<file path="src/rtl/pipe_pkg.sv">
// Shared constants and helpers for the elastic pipeline stage chain.
package pipe_pkg;

   localparam int unsigned DEPTH_MAX = 4;

   // Bits needed to hold a live-slot count in the range 0..depth.
   function automatic int unsigned count_w(input int unsigned depth);
      return $clog2(depth + 1);
   endfunction

endpackage

</file>
<file path="src/rtl/pipe_slot.sv">
// One register slot of the stage chain: a valid flag plus payload, with
// load from the slot behind it and an in-place kill.
module pipe_slot #(
   parameter int unsigned WIDTH = 32
) (
   input  logic             clk,
   input  logic             reset,
   input  logic             take,
   input  logic             src_valid,
   input  logic [WIDTH-1:0] src_data,
   input  logic             kill,
   output logic             valid_next_c,
   output logic             valid,
   output logic [WIDTH-1:0] data
);

   // When taking, the current occupant has left, so its kill is applied downstream.
   always_comb begin
      valid_next_c = valid & ~kill;
      if (take) valid_next_c = src_valid;
   end

   always_ff @(posedge clk or negedge reset) begin
      if (!reset) begin
         valid <= 1'b0;
         data  <= '0;
      end else begin
         valid <= valid_next_c;
         if (take && src_valid) data <= src_data;
      end
   end

endmodule

</file>
<file path="src/rtl/pipe_stage_chain.sv">
// Elastic valid/ready register chain of DEPTH slots with bubble collapse
// and per-slot flush; slot DEPTH-1 is the oldest and drives the output.
module pipe_stage_chain
   import pipe_pkg::*;
#(
   parameter int unsigned WIDTH = 32,
   parameter int unsigned DEPTH = 1
) (
   input  logic                        clk,
   input  logic                        reset,
   input  logic                        in_valid,
   input  logic [WIDTH-1:0]            in_data,
   output logic                        in_ready,
   output logic                        out_valid,
   output logic [WIDTH-1:0]            out_data,
   input  logic                        out_ready,
   input  logic                        flush_in,
   input  logic [DEPTH-1:0]            flush_mask,
   output logic [count_w(DEPTH)-1:0]   count
);

   localparam int unsigned CNT_W = count_w(DEPTH);

   logic [DEPTH-1:0] valid;
   logic [DEPTH-1:0] valid_next;
   logic [DEPTH-1:0] ready;
   logic [DEPTH-1:0] src_valid;
   logic [WIDTH-1:0] data     [DEPTH];
   logic [WIDTH-1:0] src_data [DEPTH];
   logic [CNT_W-1:0] count_next;

   // Slot i may take a new entry unless it and every slot ahead are full and the output stalls.
   always_comb begin : ready_chain
      logic full_ahead;
      full_ahead = 1'b1;
      ready      = '0;
      for (int i = int'(DEPTH) - 1; i >= 0; i--) begin
         full_ahead = full_ahead & valid[i];
         ready[i]   = out_ready | ~full_ahead;
      end
   end

   // Flushed entries travel as empty bubbles into their destination slot.
   always_comb begin : source_select
      src_valid    = '0;
      src_valid[0] = in_valid & ~flush_in;
      src_data[0]  = in_data;
      for (int i = 1; i < int'(DEPTH); i++) begin
         src_valid[i] = valid[i-1] & ~flush_mask[i-1];
         src_data[i]  = data[i-1];
      end
   end

   for (genvar g = 0; g < DEPTH; g++) begin : g_slot
      pipe_slot #(.WIDTH(WIDTH)) u_slot (
         .clk          (clk),
         .reset        (reset),
         .take         (ready[g]),
         .src_valid    (src_valid[g]),
         .src_data     (src_data[g]),
         .kill         (flush_mask[g]),
         .valid_next_c (valid_next[g]),
         .valid        (valid[g]),
         .data         (data[g])
      );
   end

   always_comb begin : popcount
      count_next = '0;
      for (int i = 0; i < int'(DEPTH); i++) begin
         count_next = count_next + CNT_W'(valid_next[i]);
      end
   end

   always_ff @(posedge clk or negedge reset) begin
      if (!reset) count <= '0;
      else        count <= count_next;
   end

   assign in_ready  = ready[0];
   assign out_valid = valid[DEPTH-1];
   assign out_data  = data[DEPTH-1];

endmodule

</file>
<file path="config.mk">
export PLATFORM = sky130hd
export DESIGN_NAME = pipe_stage_chain
export DESIGN_NICKNAME = d
export VERILOG_FILES = /design/src/rtl/pipe_pkg.sv /design/src/rtl/pipe_slot.sv /design/src/rtl/pipe_stage_chain.sv
export SDC_FILE = /design/constraint.sdc
export NUM_CORES = 1
export LEC_CHECK = 0
export ABC_AREA = 1
export CORE_MARGIN = 1
export CORE_UTILIZATION = 35
export CTS_CLUSTER_DIAMETER = 100
export DETAILED_ROUTE_END_ITERATION = 12
export PLACE_DENSITY = 0.83
export SLEW_MARGIN = 30
export SYNTH_ARGS = -nofsm -noshare
export SYNTH_HDL_FRONTEND = slang
export SYNTH_SLANG_ARGS = --single-unit
</file>
<file path="constraint.sdc">
create_clock -name clk -period 1.5 [get_ports clk]
set_input_delay 0.15 -clock clk [delete_from_list [all_inputs] [get_ports clk]]
set_output_delay 0.15 -clock clk [all_outputs]
set_load 0.005 [all_outputs]
</file>
# [Word level (Yosys, flattened, before mapping)]
# Index checks and enable logic that the tools add are counted.
[op_classes] bitwise=6 n_mux=1 reduce_logical=1
[ops] op="$not A1 Y1" n=3
[ops] op="$and A1 B1 Y1" n=2
[ops] op="$logic_and A1 B1 Y1" n=1
[ops] op="$mux W1" n=1
[ops] op="$or A1 B1 Y1" n=1
[totals] wordCells=10 output_inout_bits=35 register_bits=33

# [Longest topological paths before layout]
[depth] ltp_word=3 depth_mapped=6

# [Hierarchy]
# From an unflattened synthesis, not the netlist that was laid out.
[unflattened] hier_cells=150 area_unflattened_um2=1456.4
[by_module_without_submodules] mod="pipe_slot" seq_area_each_um2=825.8 area_per_inst_um2=1413.9 instances=1 cells_each=145
[by_module_without_submodules] mod="pipe_stage_chain" seq_area_each_um2=25.0 area_per_inst_um2=42.5 instances=1 cells_each=5

# [Least setup slack after synthesis]
# OpenSTA, ideal clock, no wires.
[synth_path] path_kind="flip-flop to flip-flop" start="register g_slot[0].u_slot.valid" end="register g_slot[0].u_slot.data[26]" n_path_buf=1 synth_period_minus_slack_ns=0.963 required_time_ns=1.383 t_arrival_ns=0.847 path_stages_with_launch=6 setup_ns=0.117 path_slack_ns=0.537 cell_sequence="dfrtp_1 -> nand2_2 -> nand2_4 -> buf_6 -> nand2_1 -> nand2_1"
[synth_between] elab_chain_cells=3
[synth_rtl] item="start: declaration" line="pipe_slot.sv:13" rtl="output logic valid,"
[synth_rtl] item="start signal: assignment" line="pipe_slot.sv:28" rtl="valid <= valid_next_c;"
[synth_rtl] item="$not A1 Y1" line="pipe_stage_chain.sv:39" rtl="ready[i] = out_ready | ~full_ahead;"
[synth_rtl] item="$or A1 B1 Y1" line="pipe_stage_chain.sv:39"
[synth_rtl] item="$logic_and A1 B1 Y1" line="pipe_slot.sv:29" rtl="if (take && src_valid) data <= src_data;"
[synth_rtl] item="end signal: assignment" line="pipe_slot.sv:29"
[synth_rtl] item="end: declaration" line="pipe_slot.sv:14" rtl="output logic [WIDTH-1:0] data"
# Every way passes these cells.
# A chain may end at the register's enable or synchronous reset.

# [Final worst setup path]
[layout_path] start="register g_slot[0].u_slot.valid" end="output port out_valid"
[layout_rtl] item="end: declaration" line="pipe_stage_chain.sv:14" rtl="output logic out_valid,"
# No word-level cell between the ends.

==> run_results.csv <==
group,metric,value,unit
run_status,status,"complete, no violations",
layout,nNetsFinal,256,
pwr,power_density,1090,mW/mm2
die,coreArea,0.00369,mm2
pwr,leakagePower,1.06,nW
pwr,switchingPower,577,uW
sta,finClkSkew,0.00139,ns
min_path,min_delay_path_depth,3,
layout,multi_input_comb_area,434,um2
layout,antenna_cells,0,
routing,viasPerCell,4.58,
place,pre_cts_ws,0.0315,ns
die,ios,73,
global_route,grt_pass1_wl,5140,um
worst_setup_path,cp-end-kind,"output pin",
global_route,grt_pass1_vias,1128,
layout,final_common_cell,"clkdlybuf4s50_1",
global_route,antenna_found_initial,0,
synthesis,syn_area_per_cell,9.30,um2
clocking,path_clk_slew,0.06,ns
clocking,clk_path_buf_depth,2,
clocking,clock_latency,0.28,ns
sta,whs,0.427,ns
synthesis,syn-instance-count,145,
routing,wl_per_cell,11.4,um
worst_setup_path,critical_path.top_delay_family,"buffers and inverters",
global_route,grt.total_usage,16.5,%
sta,rsz0062_at_grt,"false",
sta,post-route-min-period,1.34,ns
sta,tightest_slew,0.710,ns
routing,vias,1222,
min_path,hold_class,"input port to flip-flop",
pwr,p_int,1.81,mW
global_route,grt_max_degree,35,
layout,mostFrequentLayoutCells,"70 x clkdlybuf4s50_1, 64 x nand2_1, 33 x dfrtp_1, 32 x nand3_1, 7 x clkbuf_8",
flow_run,max-cap-violations,0,
place,hpwl,2060,um
routing,final_antenna_net_count,0,
clocking,clock-root-buffer,"clkbuf_8",
sta,setup_tns,0,ns
pwr,pwr-share-seq,45.7,%
worst_setup_path,critPathSlowestCell,"clkdlybuf4s50_1",
worst_setup_path,crit_chain,"clkdlybuf4s50_1",
worst_setup_path,cp.depth,1,
worst_setup_path,critPathMaxFanout,3,
worst_setup_path,critPathLaunchType,"flip-flop",
pwr,pwr-share-comb,24.2,%
layout,fillCellCount,334,
synthesis,ys_seq_area_share,61.2,%
sta,drv_slew,0,
worst_setup_path,critPathKind,"flip-flop to output pin",
layout,final-seq-area,826,um2
global_route,gr-total-overflow,0,
sta,max_freq,0.747,GHz
layout,drive_above_1_share,6.85,%
die,die_w,64.1,um
worst_setup_path,crit_buf_inv,1,
die,initial_utilization,36.6,%
worst_setup_path,reg2reg_depth,5,
clocking,cts_sinks,33,
sta,final_hold_viol_count,0,
die,fp.dieH,64.1,um
sta,final.setup.worst_slack,0.161,ns
clocking,cts_setup_buffers,0,
synthesis,synth_seq_cells,33,
synthesis,synth_fp_nets,183,
clocking,tritoncts,"built",
place,port_buffers,72,
clocking,cts_buffers,5,
pwr,peakVddDrop,0.509,mV
place,placed_area,0.00208,mm2
worst_setup_path,cp.arrival,1.19,ns
layout,area_growth,62.5,%
place,place_congestion,0.691,
synthesis,synth.distinct_cells,11,
worst_setup_path,critPathRequiredTime,1.35,ns
routing,dr.first_iter.drc_count,105,
worst_setup_path,slowest_delay,0.52,ns
clocking,htree_levels,2,
routing,routed_wirelength,3030,um
pwr,pwr-share-clk,30.1,%
die,rows,22,
routing,remaining_drc_errors,0,
sta,max_slew_margin,52.7,%
pwr,switching_share,24.2,%
layout,design_area,0.00219,mm2
synthesis,synth_area,0.00135,mm2
die,dieArea,0.00411,mm2
sta,fin_crit_sh,89.3,%
routing,drt_pass1_iterations,4,
synthesis,synth_warnings,0,
sta,setup_violations,0,
metal layers:
metal	share of wire, %	track usage [%]	vias up
li1	-	-	607
met1	43	20.3	553
met2	47	25.9	57
met3	8.6	5.71	5
met4	1.6	7.67	0
met5	0	0	-
cell families (layout without fill, tap and decap cells):
group	after synthesis	count (layout)	synth area share, %
AND/OR/NAND/NOR	99	99	31.8
buffers and inverters	12	86	6.59
AO/OA/AOI/OAI	1	1	0.371
flip-flops	33	33	61.2
sequential cells by signal, summed over array words and instances, names as in the netlist:
signal / count
g_slot.u_slot.data: 32
g_slot.u_slot.valid: 1
path summary, 6_finish.rpt:
path                                           start                         to  slack (ns)
setup / recovery              g_slot[0].u_slot.valid                  out_valid        0.16
hold / removal                           in_data[20]  g_slot[0].u_slot.data[20]        0.43
setup reg to reg              g_slot[0].u_slot.valid  g_slot[0].u_slot.data[11]        0.27
hold reg to reg            g_slot[0].u_slot.data[25]  g_slot[0].u_slot.data[25]        0.47
max in group asynchronous                      reset  g_slot[0].u_slot.data[10]        0.59
min in group asynchronous                      reset  g_slot[0].u_slot.data[30]        0.46
Yosys cell counts (all sizes together):
library cell	instances	share of area, %
nand2	66	19
dfrtp	33	61
nand3	32	12
buf	10	6.0
inv	2	0.56
nor2	1	0.83
o21ai	1	0.37
stage by stage:
step / std cells / utilization (%) / power [mW]
after floorplan: 145 / - / 1.28
after global placement: 258 / 56.3 / 1.68
after detailed placement: 258 / 56.3 / 1.69
after CTS: 267 / 59.4 / 2.43
after global routing: 267 / 59.4 / 2.54
final: 267 / 59.4 / 2.38
area by class of cell:
cell class,instances,share of cell area [%]
Sequential cell,33,37.7
Inverter,2,0.342
Multi-Input combinational cell,100,19.8
Tap cell,48,2.74
Clock buffer,7,4.39
Clock inverter,1,0.228
Timing Repair Buffer,76,34.8
power groups by stage:
stage	Sequential (mW)	Clock, mW	Combinational (mW)
floorplan	1.12	0	0.166
global placement	1.11	0	0.572
detailed placement	1.10	0	0.586
CTS	1.09	0.746	0.589
global route	1.10	0.803	0.635
finish	1.09	0.719	0.577
timing repair:
item                                   4_1_cts  5_1_grt
endpoints found under the hold margin       33        0
gates resized for setup                      0        1
setup endpoints to repair                    0        1
hold buffers                                 1        0
Note: power is estimated with default switching activity, not from simulation.
